**src/rtl/booth_mul_arbiter.sv**
```systemverilog
// booth_mul_arbiter
// Round-robin front end that shares one sequential signed multiplier among
// NREQ requesters. Only one operation is in flight at a time.
//   clk, rst (async, active-low)
//   req_valid/req_a/req_b/req_ready    : per-requester operand handshake
//   rsp_valid/rsp_ready/rsp_result/rsp_err : per-requester response handshake
//   mul_start/mul_multiplicand/mul_multiplier/mul_result/mul_done : multiplier core
//   busy, grant_id                     : status
module booth_mul_arbiter #(
  parameter int unsigned NREQ    = 4,
  parameter int unsigned WIDTH   = 16,
  parameter int unsigned TIMEOUT = 64
) (
  input  logic                       clk,
  input  logic                       rst,
  input  logic [NREQ-1:0]            req_valid,
  input  logic [NREQ*WIDTH-1:0]      req_a,
  input  logic [NREQ*WIDTH-1:0]      req_b,
  output logic [NREQ-1:0]            req_ready,
  output logic [NREQ-1:0]            rsp_valid,
  input  logic [NREQ-1:0]            rsp_ready,
  output logic [2*WIDTH-1:0]         rsp_result,
  output logic                       rsp_err,
  output logic                       mul_start,
  output logic [WIDTH-1:0]           mul_multiplicand,
  output logic [WIDTH-1:0]           mul_multiplier,
  input  logic [2*WIDTH-1:0]         mul_result,
  input  logic                       mul_done,
  output logic                       busy,
  output logic [$clog2(NREQ)-1:0]    grant_id
);

  localparam int unsigned GW = $clog2(NREQ);
  localparam int unsigned IW = GW + 1;
  localparam int unsigned TW = $clog2(TIMEOUT);

  typedef enum logic [1:0] {S_IDLE, S_ISSUE, S_WAIT, S_RESP} state_t;

  state_t             state_q, state_d;
  logic [GW-1:0]      rr_ptr_q, rr_ptr_d;
  logic [GW-1:0]      grant_q, grant_d;
  logic [WIDTH-1:0]   a_q, a_d;
  logic [WIDTH-1:0]   b_q, b_d;
  logic [2*WIDTH-1:0] res_q, res_d;
  logic               err_q, err_d;
  logic [TW-1:0]      wd_q, wd_d;

  logic [GW-1:0]      pick;
  logic               pick_vld;
  logic [IW-1:0]      idx;
  logic [WIDTH-1:0]   sel_a, sel_b;

  // Cyclic search starting at rr_ptr; wrap by subtraction instead of modulo.
  always_comb begin
    pick     = '0;
    pick_vld = 1'b0;
    idx      = '0;
    for (int unsigned i = 0; i < NREQ; i++) begin
      idx = {1'b0, rr_ptr_q} + IW'(i);
      if (idx >= IW'(NREQ)) idx = idx - IW'(NREQ);
      if (!pick_vld && req_valid[idx[GW-1:0]]) begin
        pick_vld = 1'b1;
        pick     = idx[GW-1:0];
      end
    end
  end

  always_comb begin
    sel_a = '0;
    sel_b = '0;
    for (int unsigned i = 0; i < NREQ; i++) begin
      if (pick == GW'(i)) begin
        sel_a = req_a[i*WIDTH +: WIDTH];
        sel_b = req_b[i*WIDTH +: WIDTH];
      end
    end
  end

  always_comb begin
    state_d   = state_q;
    rr_ptr_d  = rr_ptr_q;
    grant_d   = grant_q;
    a_d       = a_q;
    b_d       = b_q;
    res_d     = res_q;
    err_d     = err_q;
    wd_d      = wd_q;
    req_ready = '0;
    rsp_valid = '0;
    mul_start = 1'b0;
    case (state_q)
      S_IDLE: begin
        if (pick_vld) begin
          req_ready[pick] = rst;
          grant_d         = pick;
          a_d             = sel_a;
          b_d             = sel_b;
          state_d         = S_ISSUE;
        end
      end
      S_ISSUE: begin
        mul_start = 1'b1;
        wd_d      = '0;
        state_d   = S_WAIT;
      end
      S_WAIT: begin
        if (mul_done) begin
          res_d   = mul_result;
          err_d   = 1'b0;
          state_d = S_RESP;
        end else if (wd_q == TW'(TIMEOUT - 1)) begin
          res_d   = '0;
          err_d   = 1'b1;
          state_d = S_RESP;
        end else begin
          wd_d = wd_q + 1'b1;
        end
      end
      S_RESP: begin
        rsp_valid[grant_q] = 1'b1;
        if (rsp_ready[grant_q]) begin
          state_d  = S_IDLE;
          rr_ptr_d = (grant_q == GW'(NREQ - 1)) ? '0 : grant_q + 1'b1;
        end
      end
      default: state_d = S_IDLE;
    endcase
  end

  always_ff @(posedge clk or negedge rst) begin
    if (!rst) begin
      state_q  <= S_IDLE;
      rr_ptr_q <= '0;
      grant_q  <= '0;
      a_q      <= '0;
      b_q      <= '0;
      res_q    <= '0;
      err_q    <= 1'b0;
      wd_q     <= '0;
    end else begin
      state_q  <= state_d;
      rr_ptr_q <= rr_ptr_d;
      grant_q  <= grant_d;
      a_q      <= a_d;
      b_q      <= b_d;
      res_q    <= res_d;
      err_q    <= err_d;
      wd_q     <= wd_d;
    end
  end

  assign busy             = (state_q != S_IDLE);
  assign grant_id         = grant_q;
  assign mul_multiplicand = a_q;
  assign mul_multiplier   = b_q;
  assign rsp_result       = res_q;
  assign rsp_err          = err_q;

endmodule

```
**config.mk**
```make
export PLATFORM = sky130hd
export DESIGN_NAME = booth_mul_arbiter
export DESIGN_NICKNAME = d
export VERILOG_FILES = /design/src/rtl/booth_mul_arbiter.sv
export SDC_FILE = /design/constraint.sdc
export NUM_CORES = 1
export LEC_CHECK = 0
export ABC_CLOCK_PERIOD_IN_PS = 4150
export BUFFER_PORTS_ARGS = -buffer_cell sky130_fd_sc_hd__buf_4
export CAP_MARGIN = 5
export CORE_MARGIN = 2
export CORE_UTILIZATION = 48
export CTS_CLUSTER_SIZE = 25
export DETAILED_ROUTE_END_ITERATION = 10
export MAX_ROUTING_LAYER = met4
export PLACE_DENSITY = 0.95
export SLEW_MARGIN = 25
export SYNTH_ARGS = -nofsm -noshare
export SYNTH_HDL_FRONTEND = slang
export SYNTH_SLANG_ARGS = --single-unit
export TNS_END_PERCENT = 10
```
**constraint.sdc**
```tcl
create_clock -name clk -period 4.15 [get_ports clk]
set_input_delay 0.6225 -clock clk [delete_from_list [all_inputs] [get_ports clk]]
set_output_delay 0.6225 -clock clk [all_outputs]
set_load 0.01 [all_outputs]
```
After elaboration in Yosys (flattened, before gate mapping)
Cells that the tools add are included.

storage, ports and cells
  register bits after elaboration = 77
  logic and storage cells = 112
  input bits = 171
  output and inout bits = 77

cells by class
  bitwise operators = 1
  mux-type cells = 51
  $lt $le $gt $ge = 12
  $add $sub $neg = 9
  reductions and logical operators = 18
  equality and inequality tests = 13

operators by type and width
  operator                                                                       count
  16-bit 2-to-1 mux                                                              8
  32-bit 2-to-1 mux                                                              2
  2-bit 2-to-1 mux                                                               13
  2-bit by 3-bit less-than comparator with 1-bit output (second input constant)  6
  1-bit 2-to-1 mux                                                               14
  4-bit 2-to-1 mux                                                               3
  6-bit 2-to-1 mux                                                               2
  6-bit one-hot mux with 2 select lines                                          1
  1-bit binary-select mux with 2-bit select                                      5
  2-bit == test (second input constant)                                          5
  3-bit >= comparator (second input constant)                                    3
  2-bit != test (second input constant)                                          4
  2-bit one-hot mux with 4 select lines                                          1
  2-bit by 1-bit subtractor with 2-bit output (second input constant)            4
  2-bit by 2-bit adder with 3-bit output (second input constant)                 2
  6-bit by 1-bit adder with 6-bit output (second input constant)                 1
  6-bit == test (second input constant)                                          1
  2-bit AND reduction                                                            3
  3-bit AND reduction                                                            2
  2-bit nonzero test                                                             3
  1-bit logical AND                                                              5
  4-bit AND                                                                      1
  1-bit demux with 2-bit select                                                  2
  2-bit by 1-bit == test with 1-bit output (second input constant)               2
  7 further kinds                                                                11

Depth between registers and ports, before layout
Gate-level depths: netlist (run 1).

  word-level depth = 21
  mapped depth = 9
  mapped depth without buffers = 7

Least setup slack after synthesis (run 1)
No wires, ideal clock.

  path kind = input to output
  start point = input req_valid[3]
  end point = output req_ready[1]
  slack = 1.631 ns
  data required time = 3.527 ns
  stages on the path = 6
  data arrival time = 1.897 ns
  path buffers = 2
  cell sequence = buf_2 > nor2b_1 > o21ai_1 > clkbuf_1 > nand3_1 > nor3_1

between the ends
  cells in the longest elaborated chain, start to end = 19
  elaborated cells between the ends (all ways) = 30
  those cells by class = order compare (2); mux (20); bitwise (1); reduce/logical (7)

RTL lines
  what                                                                                                                                                  RTL line  text
  from (decl)                                                                                                                                           16        input logic [NREQ-1:0] req_valid,
  1-bit binary-select mux with 2-bit select                                                                                                             61        if (!pick_vld && req_valid[idx[GW-1:0]]) begin
  1-bit 2-to-1 mux (implied by the code)                                                                                                                61
  1-bit 2-to-1 mux                                                                                                                                      61
  1-bit logical NOT                                                                                                                                     61
  1-bit logical AND                                                                                                                                     61
  1-bit 2-to-1 mux                                                                                                                                      61
  1-bit logical NOT                                                                                                                                     61
  1-bit logical AND                                                                                                                                     61
  [3 not listed]                                                                                                                                        -
  2-bit 2-to-1 mux                                                                                                                                      61
  2-bit by 3-bit less-than comparator with 1-bit output (implied by the code) / 2-bit by 1-bit >= comparator with 1-bit output (equally long branches)  94        req_ready[pick] = rst;
  1-bit logical AND (implied by the code)                                                                                                               94
  1-bit 2-to-1 mux (implied by the code)                                                                                                                94
  1-bit demux with 2-bit select                                                                                                                         94
  4-bit AND (no source line)                                                                                                                            -
  4-bit 2-to-1 mux *                                                                                                                                    93        if (pick_vld) begin
  4-bit 2-to-1 mux *                                                                                                                                    91        case (state_q)
  to (decl)                                                                                                                                             19        output logic [NREQ-1:0] req_ready,

Every way passes the cells marked *; elsewhere a longest branch is shown, timed or not. The select of a mux whose other input is x is not followed.

Worst setup path in the final report (run 1)
  start point = register rr_ptr_q[1]
  end point = output req_ready[0]

between the ends
  cells in the longest elaborated chain, start to end = 21
  elaborated cells between the ends (all ways) = 45
  those cells by class = add/sub (7); order compare (6); mux (24); bitwise (1); reduce/logical (7)

RTL lines
  what                                                                             RTL line  text
  from (decl)                                                                      40        logic [GW-1:0] rr_ptr_q, rr_ptr_d;
  from (signal assigned)                                                           142       rr_ptr_q <= rr_ptr_d;
  branches (longest 19 deep; another with 2-bit by 1-bit adder with 3-bit output)  -
  4-bit 2-to-1 mux *                                                               93
  4-bit 2-to-1 mux *                                                               91

Mark *: on every way between the ends. The select of a mux whose other input is x is not followed.

==> results of run 1 <==
layer usage:
| metal | share of wire | GRT usage | wire length, um | up-vias |
|---|---|---|---|---|
| li1 | - | - | - | 2188 |
| met1 | 0.38 | 0.355 | 5590 | 2268 |
| met2 | 0.51 | 0.503 | 7460 | 292 |
| met3 | 0.084 | 0.0487 | 1230 | 35 |
| met4 | 0.026 | 0.0991 | 374 | 0 |
| met5 | 0 | - | 0 | - |
kinds of logic after synthesis:
| kind of cell | count (synthesis) |
|---|---|
| and+or+nand+nor | 175 |
| AOI/OAI and AO/OA | 124 |
| DFF | 77 |
| buffers and inverters | 48 |
| muxes | 34 |
| adders and majority gates | 9 |
metrics by stage:
stage	power, mW	util	instances	area, um2	hold WS, ns
after floorplan	2.59	-	467	4430	0.327
after global placement	3.41	0.691	794	6290	0.481
after detailed placement	3.53	0.693	796	6310	0.485
after CTS	4.06	0.713	812	6490	0.442
after global routing	4.32	0.714	812	6500	0.449
final	4.05	0.714	812	6500	0.428
power by group through the flow:
stage	combinational [mW]	clock, mW	sequential [mW]
finish	2.20	0.530	1.32
global route	2.39	0.570	1.36
floorplan	1.16	0	1.43
global placement	2.10	0	1.31
CTS	2.20	0.539	1.32
detailed placement	2.20	0	1.33
layout by cell type, fill, tap and decap left out, types with 8 or more instances in the layout:
cell / instances
mux2i_1: 17
a211oi_1: 24
mux2_2: 16
o31a_1: 17
o21ai_0: 10
clkbuf_8: 9
ha_1: 9
o31ai_1: 18
dfrtp_1: 77
buf_4: 255
nand3_1: 34
nand2_1: 76
nor2_1: 24
a21oi_1: 16
a221o_1: 15
inv_1: 8
a211oi_2: 11
nand4_1: 16
state kept, by name (all words and copies together), names as in the netlist:
| signal | count |
|---|---|
| rsp_result | 32 |
| mul_multiplicand | 16 |
| rr_ptr_q | 2 |
| grant_id | 2 |
| state_q | 2 |
| wd_q | 6 |
| rsp_err | 1 |
| mul_multiplier | 16 |
final timing paths:
kind,endpoint,start,slack [ns]
max,req_ready[0],rr_ptr_q[1],1.08
min,mul_multiplicand[11],rst,0.43
max reg2reg,mul_multiplier[1],rr_ptr_q[1],1.25
min reg2reg,rsp_result[25],rsp_result[25],0.51
max in group asynchronous,mul_multiplicand[15],rst,3.23
min in group clk,rsp_result[6],mul_result[6],0.45
layout make-up:
class | count | area, um2 | share of cell area
Multi-Input combinational cell | 342 | 2280 | 0.350
Timing Repair Buffer | 258 | 1950 | 0.300
Sequential cell | 77 | 1930 | 0.296
Tap cell | 111 | 139 | 0.0214
Clock buffer | 9 | 124 | 0.0190
Clock inverter | 7 | 56.3 | 0.00866
Inverter | 8 | 30.0 | 0.00462
synth_stat cells, types with 5 or more instances:
cell      instances  area [um2]
a211oi_1         24         180
a211oi_2         11         138
a21oi_1          16        80.1
a221o_1          15         150
and2_1            5        31.3
buf_2             6        30.0
clkbuf_1         27         101
dfrtp_1          77        1930
ha_1              9         113
inv_1             8        30.0
mux2_2           16         180
mux2i_1          17         170
nand2_1          77         289
nand3_1          34         170
nand4_1          16         100
nor2_1           26        97.6
o21ai_0          10        50.1
o31a_1           17         149
o31ai_1          18         135
==> results.md, run 1 <==
* Status: finished clean
* Routability cong. at about 0.9
* Max-slew violations at 0
* PD cells at about 620 nW/um2
* Maximum clock frequency at 326 MHz
* Compound-cell area share of the yosys netlist at 0.222
* Sequential share of the synthesized area at 0.435
* Hold Crit Class: input pin to async pin
* Setup TNS at 0 ns
* DP HPWL at around 11 mm
* Relative slew slack at 0.448
* Total leakage power at about 3.2 nW
* Post-Syn Area at roughly 4400 um2
* Detailed Routing Iterations Pass 1 at 5
* Antenna viol nets, final at 0
* Setup crit start kind: register
* Initial Util at 0.486
* First-pass GRT wire length at between 20 and 25 mm
* Cell Chain, Critical Path: nor2b_1 -> o21a_1 -> buf_4 -> nor3_4 -> nor3_1 -> buf_4
* Worst Path Buf+Inv at 2
* Clk pwr share at 0.131
* Clock skew at 0.0204 ns
* Setup Crit Path Kind: register to primary output
* # port buffers at roughly 250
* Worst-Skew Late Latency at ~0.36 ns
* Combinational family with the most area after synthesis: compound AO/OA/AOI/OAI gates
* CP Capture Type: primary output
* Total gr overflow at 0
* Clock period minus final worst setup slack at 3.07 ns
* Final setup viols at 0
* RSZ-0062 raised after global routing: false
* Via count at 4783
* Peak fanout along the critical path at 33
* Syn avg cell area at roughly 9.5 um2
* Net Sw Power at ~1.7 mW
* Post-Syn Nets at about 650
* Setup Fix Bufs, Post-CTS at 0
* Synth cell types at 43
* DRC violations left at 0
* Largest net degree at the start of global routing at 78
* Most frequent CP cell: buf_4
* CP peak stage delay at 0.72 ns
* H-tree depth at 3
* Core box area at between 9000 and 10000 um2
* Ys async rst share at 1.00
* Synth Flop Type: dfrtp_1
* Vias in the first global route at 4640
* Post-Synth Simple-Gate Area at 0.181
* Synth warn at 0
* Endpoints failing hold at 0
* Io pins at around 250
* Critical path depth in cells at 6
* Nets at between 800 and 900
* Cell Int Power at roughly 2.4 mW
* Max Cap Viol at 0
* VDD IR-drop max at between 0.4 and 0.5 mV
* Cts hold-fix bufs at 0
* Power share of the sequential group at 0.327
* DIE AREA at ~10000 um2
* Final setup margin at between 1 and 1.5 ns
* Fin crit share at 0.739
* Post-CTS sizing at 0
* Initial drt markers at 318
* Worst reg2reg path depth at 7
* Avg Vias per Cell at approximately 5.9
* All-Layer GR Usage at 0.294
* Area Growth Syn to Fin at 46.8%
* Worst slew pin tran at 0.825 ns
* Clk sinks at between 70 and 80
* Longest Clk Path Bufs at 2
* Fillers at roughly 640
* CTS tree: built
* #FFs+latches synth at a little under 80
* XOR/XNOR share of the synthesized area at 0
* Clk root buf: clkbuf_8
* Chip height at ~100 um
* WL final at 14.6 mm
* Synth Area in Adders at 0.0254
* Share of layout cells above drive strength 1 at 0.442
* Die W at 100 um
* Row count at 35
* Initial antenna violation count at 0
* Mux cell area share after synthesis at 0.0842
* CP top delay family: simple AND/OR/NAND/NOR gates
* Power share of the combinational group at 0.542
* Clk pin slew, worst setup/hold paths at about 0.10 ns
* Diodes inserted at 0
* Post-Place Worst Slack at roughly 1.1 ns
* CTS buffer count at 9
* Mapped Cells at approximately 470
* Sw Ratio at 0.418
* Post-synth EDFFs at 0
* Worst EP arrival at approximately 2.4 ns
* Slowest-stage cell, CP: nor3_4
* Worst path required time at ~3.5 ns
* Avg WL per Cell at 18.0 um
No activity file was read; power rests on OpenSTA's default activity.
==> run 2: changes to the inputs <==
ABC_CLOCK_PERIOD_IN_PS = 3210   (was 4150)
CORE_UTILIZATION = 45   (was 48)
PLACE_DENSITY = 0.92   (was 0.95)
clock period = 3.21 ns   (was 4.15 ns; I/O delays follow)
==> results.md, run 2 (synthesized netlist as in run 1, its figures left out) <==
* Status: finished clean (unchanged)
* DP HPWL at 11.0 mm (about the same)
* Avg WL per Cell at 17.6 um (was 18.0 um)
* Diodes inserted at 0 (unchanged)
* Clock period minus final worst setup slack at roughly 2.7 ns
* Grt met2 use at 0.446 (was 0.503)
* Routability cong. at 0.891 (was 0.893)
* Setup TNS at 0 ns (unchanged)
* Total leakage power at 3.24 nW (was 3.21 nW)
* Hold Crit Class: input pin to async pin (unchanged)
* Clock skew at 0.0114 ns (was 0.0204 ns)
* Final Cell Area at 6580 um2 (was 6500 um2)
* Io pins at 248 (unchanged)
* Row count at 36 (was 35)
* CTS buffer count at 9 (unchanged)
* Initial drt markers at 209 (was 318)
* Setup Crit Path Kind: register to primary output (unchanged)
* Reg-to-reg slack, setup at 0.86 ns (was 1.25 ns)
* Worst EP arrival at 2.20 ns (was 2.44 ns)
* Grt peak-use layer: met2 (unchanged)
* Worst reg2reg path depth at 8 (was 7)
* Initial Util at 0.457 (was 0.486)
* # port buffers at 247 (unchanged)
* Avg Vias per Cell at 5.73 (was 5.89)
* Chip height at 103 um (was 100 um)
* Worst path required time at 2.73 ns (was 3.53 ns)
* Area Growth Syn to Fin at 48.6% (was 46.8%)
* Detailed Routing Iterations Pass 1 at 4 (was 5)
* Commonest non-fill, non-tap cells in the layout: 259 x buf_4, 77 x nand2_1, 77 x dfrtp_1 (was 255 x buf_4, 77 x dfrtp_1, 76 x nand2_1)
* CP peak stage delay at 0.52 ns (was 0.72 ns)
* Initial antenna violation count at 0 (unchanged)
* Cts hold-fix bufs at 0 (unchanged)
* CTS tree: built (unchanged)
* Fin crit share at 0.836
* CP Capture Type: primary output (unchanged)
* RSZ-0062 raised after global routing: false (unchanged)
* Commonest non-fill, non-tap cell in the layout: buf_4 (unchanged)
* R2r startpoint: rr_ptr_q[1] (unchanged)
* Clk pin slew, worst setup/hold paths at 0.09 ns (was 0.10 ns)
* Final setup viols at 0 (unchanged)
* First-pass GRT wire length at 22.1 mm (was 22.5 mm)
* Placed Area at 6350 um2 (was 6310 um2)
* Maximum clock frequency at ~370 MHz
* Met1 GRT Util at 0.330 (was 0.355)
* PD cells at 826 nW/um2 (was 623 nW/um2)
* Peak fanout along the critical path at 16 (was 33)
* GR Util met3 at 0.0612 (was 0.0487)
* Die W at 103 um (was 100 um)
* Cell Chain, Critical Path: nand2b_1 -> a21o_1 -> nand3_1 -> nor3_1 -> buf_4 (was nor2b_1 -> o21a_1 -> buf_4 -> nor3_4 -> nor3_1 -> buf_4)
* All-Layer GR Usage at 0.274 (was 0.294)
* Relative slew slack at 0.337 (was 0.448)
* Post-CTS sizing at 0 (unchanged)
* Nets at 877 (was 876)
* Capturing point of the worst reg2reg path: mul_multiplicand[9] (was mul_multiplier[1])
* Longest Clk Path Bufs at 2 (unchanged)
* Vias in the first global route at 4568 (was 4640)
* VDD IR-drop max at 0.670 mV (was 0.403 mV)
* Hold WS at 0.0766 ns (was 0.428 ns)
* Worst slew pin tran at 0.992 ns (was 0.825 ns)
* Share of layout cells above drive strength 1 at 0.442 (about the same)
* Max-slew violations at 0 (unchanged)
* Setup Fix Bufs, Post-CTS at 0 (unchanged)
* Clk sinks at 77 (unchanged)
* DRC violations left at 0 (unchanged)
* Max Cap Viol at 0 (unchanged)
* Total gr overflow at 0 (unchanged)
* Worst-Skew Late Latency at 0.34 ns (was 0.36 ns)
* Setup crit start kind: register (unchanged)
* Slowest-stage cell, CP: a21o_1 (was nor3_4)
* Clk root buf: clkbuf_8 (unchanged)
* Core box area at 9680 um2 (was 9110 um2)
* Antenna viol nets, final at 0 (unchanged)
* DIE AREA at 10700 um2 (was 10000 um2)
* H-tree depth at 3 (unchanged)
* WL final at 14.7 mm (was 14.6 mm)
* Largest register FFs at 32 (unchanged)
* Via count at 4782 (was 4783)
* Largest net degree at the start of global routing at 46 (was 78)
* Endpoints failing hold at 0 (unchanged)
run 2: changes by cell type in the layout (fill, tap and decap cells not counted), sizes merged:
| cell | before | now |
|---|---|---|
| buf | 258 | 259 |
| bufinv | 0 | 2 |
| clkbuf | 9 | 10 |
| clkinvlp | 3 | 1 |
| inv | 11 | 10 |
run 2: metal layers:
layer / part of all wire / wire [um] / vias up
li1: - / - / 2185
met1: 0.38 / 5630 / 2268
met2: 0.50 / 7290 / 294
met3: 0.092 / 1340 / 35
met4: 0.026 / 386 / 0
met5: 0 / 0 / -
run 2: how the worst max path moves through the flow:
stage | startpoint | end | slack [ns] | depth (start not counted)
floorplan | req_valid[3] | req_ready[1] | 0.97 | 6
detailed placement | req_valid[2] | mul_multiplicand[4] | 0.72 | 9
finish | rr_ptr_q[1] | req_ready[3] | 0.53 | 5
CTS | rr_ptr_q[1] | req_ready[1] | 0.52 | 5
global placement | req_valid[2] | mul_multiplicand[6] | 0.84 | 9
global route | rr_ptr_q[1] | req_ready[1] | 0.33 | 5
run 2: layout make-up:
| class | count | area, um2 |
|---|---|---|
| Fill cell | 727 | 3100 |
| Timing Repair Buffer | 259 | 1940 |
| Multi-Input combinational cell | 342 | 2280 |
| Tap cell | 133 | 166 |
| Clock inverter | 6 | 93.8 |
| Clock buffer | 10 | 138 |
| Inverter | 8 | 30.0 |
| Sequential cell | 77 | 1930 |
run 2: worst max-delay path, delay by kind of cell (launching register included):
family	cells	cell delay [ns]
simple gates	3	0.72
buf+inv	1	0.15
compound gates	1	0.52
flops	1	0.48
run 2: power breakdown:
group	internal [mW]	switching, mW	total (mW)
sequential	1.41	0.318	1.73
clock	0.466	0.386	0.852
combinational	1.36	1.49	2.86
run 2: stage by stage:
stage	power, mW	setup slack [ns]	utilization	cells
global route	5.80	0.331	0.680	835
floorplan	3.35	0.973	-	467
finish	5.44	0.525	0.680	835
CTS	5.46	0.519	0.680	835
detailed placement	4.59	0.722	0.656	819
global placement	4.46	0.841	0.656	819
==> run 3: changes to the inputs <==
ABC_CLOCK_PERIOD_IN_PS = 2500   (was 3210)
clock period = 2.5 ns   (was 3.21 ns; I/O delays follow)
==> results.md, run 3 (synthesized netlist as in run 1, its figures left out) <==
* Vias in the first global route at 4621 (was 4568)
* Total gr overflow at 0 (unchanged)
* Die W at 103 um (unchanged)
* WL final at 14.9 mm (was 14.7 mm)
* H-tree depth at 3 (unchanged)
* Worst EP arrival at 1.95 ns (was 2.20 ns)
* Nets at 882 (was 877)
* Longest Clk Path Bufs at 2 (unchanged)
* Max Cap Viol at 0 (unchanged)
* Setup crit start kind: register (unchanged)
* CTS buffer count at 9 (unchanged)
* Setup TNS at 0 ns (unchanged)
* Area Growth Syn to Fin at 50.1% (was 48.6%)
* CTS tree: built (unchanged)
* Core box area at 9680 um2 (unchanged)
* Cell count after placement at 824 (was 819)
* Diodes inserted at 0 (unchanged)
* Fin crit share at 0.928
* Commonest non-fill, non-tap cells in the layout: 262 x buf_4, 77 x nand2_1, 77 x dfrtp_1 (was 259 x buf_4, 77 x nand2_1, 77 x dfrtp_1)
* Commonest non-fill, non-tap cell in the layout: buf_4 (unchanged)
* Relative slew slack at 0.533 (was 0.337)
* Worst slew pin tran at 0.701 ns (was 0.992 ns)
* DP HPWL at 11.1 mm (was 11.0 mm)
* Clock skew at 0.0127 ns (was 0.0114 ns)
* Maximum clock frequency at 431 MHz
* Avg Vias per Cell at 5.60 (was 5.73)
* RSZ-0062 raised after global routing: false (unchanged)
* Status: finished clean (unchanged)
* Total leakage power at 3.27 nW (was 3.24 nW)
* Clk root buf: clkbuf_8 (unchanged)
* Post-CTS sizing at 0 (unchanged)
* Detailed Routing Iterations Pass 1 at 4 (unchanged)
* Clk sinks at 77 (unchanged)
* DRC violations left at 0 (unchanged)
* Initial Util at 0.457 (unchanged)
* Cts hold-fix bufs at 0 (unchanged)
* DIE AREA at 10700 um2 (unchanged)
* First-pass GRT wire length at 22.0 mm (was 22.1 mm)
* Endpoints failing hold at 0 (unchanged)
* Largest register FFs at 32 (unchanged)
* Hold Crit Class: input pin to async pin (unchanged)
* Avg WL per Cell at 17.7 um (was 17.6 um)
* Antenna viol nets, final at 0 (unchanged)
* Io pins at 248 (unchanged)
* Worst-Skew Late Latency at 0.35 ns (was 0.34 ns)
* Max-slew violations at 0 (unchanged)
* Initial antenna violation count at 0 (unchanged)
* Final setup viols at 0 (unchanged)
* VDD IR-drop max at 0.556 mV (was 0.670 mV)
* All-Layer GR Usage at 0.274 (about the same)
* Clock period minus final worst setup slack at around 2.3 ns
* Initial drt markers at 201 (was 209)
* Setup Crit Path Kind: register to primary output (unchanged)
* Via count at 4708 (was 4782)
* Utilization after layout at 0.687 (was 0.680)
* CP Capture Type: primary output (unchanged)
* Layout Cells excl Fill at 840 (was 835)
* Routability cong. at 0.878 (was 0.891)
* Clk pin slew, worst setup/hold paths at 0.08 ns (was 0.09 ns)
* Share of layout cells above drive strength 1 at 0.444 (was 0.442)
* Setup Fix Bufs, Post-CTS at 0 (unchanged)
* Row count at 36 (unchanged)
* Chip height at 103 um (unchanged)
* PD cells at 1070 nW/um2 (was 826 nW/um2)
* # port buffers at 247 (unchanged)
* Peak fanout along the critical path at 51 (was 16)
* Worst path required time at 2.12 ns (was 2.73 ns)
* Largest net degree at the start of global routing at 78 (was 46)
-- run 3: changes by cell type in the layout (fill, tap and decap cells not counted) --
cell	delta
and2_2	-1
buf_6	+1
inv_6	-2
and2_1	+1
clkinv_2	+1
clkinvlp_4	+1
buf_4	+3
clkinv_4	-1
buf_12	+1
bufinv_16	+1
-- run 3: final cells by class --
| class | count | area (um2) |
|---|---|---|
| inverters | 8 | 30.0 |
| repair buffers | 264 | 2000 |
| clock inverters | 6 | 110 |
| multi-input cells | 342 | 2280 |
| fillers | 712 | 3030 |
| clock buffers | 10 | 138 |
| well taps | 133 | 166 |
| flip-flops and latches | 77 | 1930 |
-- run 3: through the flow --
| stage | area (um2) | total power, mW | worst slack (ns) | hold slack [ns] |
|---|---|---|---|---|
| global route | 6650 | 7.57 | 0.00481 | 0.208 |
| detailed placement | 6400 | 5.97 | 0.319 | 0.486 |
| global placement | 6400 | 5.80 | 0.419 | 0.479 |
| CTS | 6650 | 7.14 | 0.168 | 0.211 |
| finish | 6650 | 7.12 | 0.180 | 0.196 |
| floorplan | 4430 | 4.30 | 0.383 | 0.0794 |
-- run 3: worst paths after layout --
| path | start | endpoint | slack [ns] | cells past startpoint |
|---|---|---|---|---|
| setup / recovery | rr_ptr_q[1] | req_ready[0] | 0.18 | 6 |
| hold reg to reg | rsp_result[9] | rsp_result[9] | 0.50 | 2 |
| hold / removal | rst | wd_q[3] | 0.20 | 2 |
| setup reg to reg | rr_ptr_q[1] | mul_multiplier[4] | 0.32 | 6 |
| max in group asynchronous | rst | rsp_result[24] | 1.84 | 2 |
| min in group clk | mul_result[12] | rsp_result[12] | 0.22 | 3 |
-- run 3: where the power goes --
group	total, mW	switching [mW]	internal, mW
clock network	1.16	0.471	0.689
registers	2.21	0.398	1.81
logic	3.75	1.95	1.80
total	7.12	2.82	4.30
-- run 3: metal layers --
layer  part of all wire  vias up  GRT usage
li1                   -     2194          -
met1               0.40     2232      0.330
met2               0.51      252      0.464
met3              0.075       30     0.0551
met4              0.019        0     0.0850
met5                  0        -          -
-- run 3: worst max-delay path: stages, from the launching register on --
cell,delay (ns)
dfrtp_1,0.44
nor2b_1,0.17
o21a_1,0.21
nor3_4,0.20
buf_12,0.30
nor3_1,0.10
buf_4,0.16
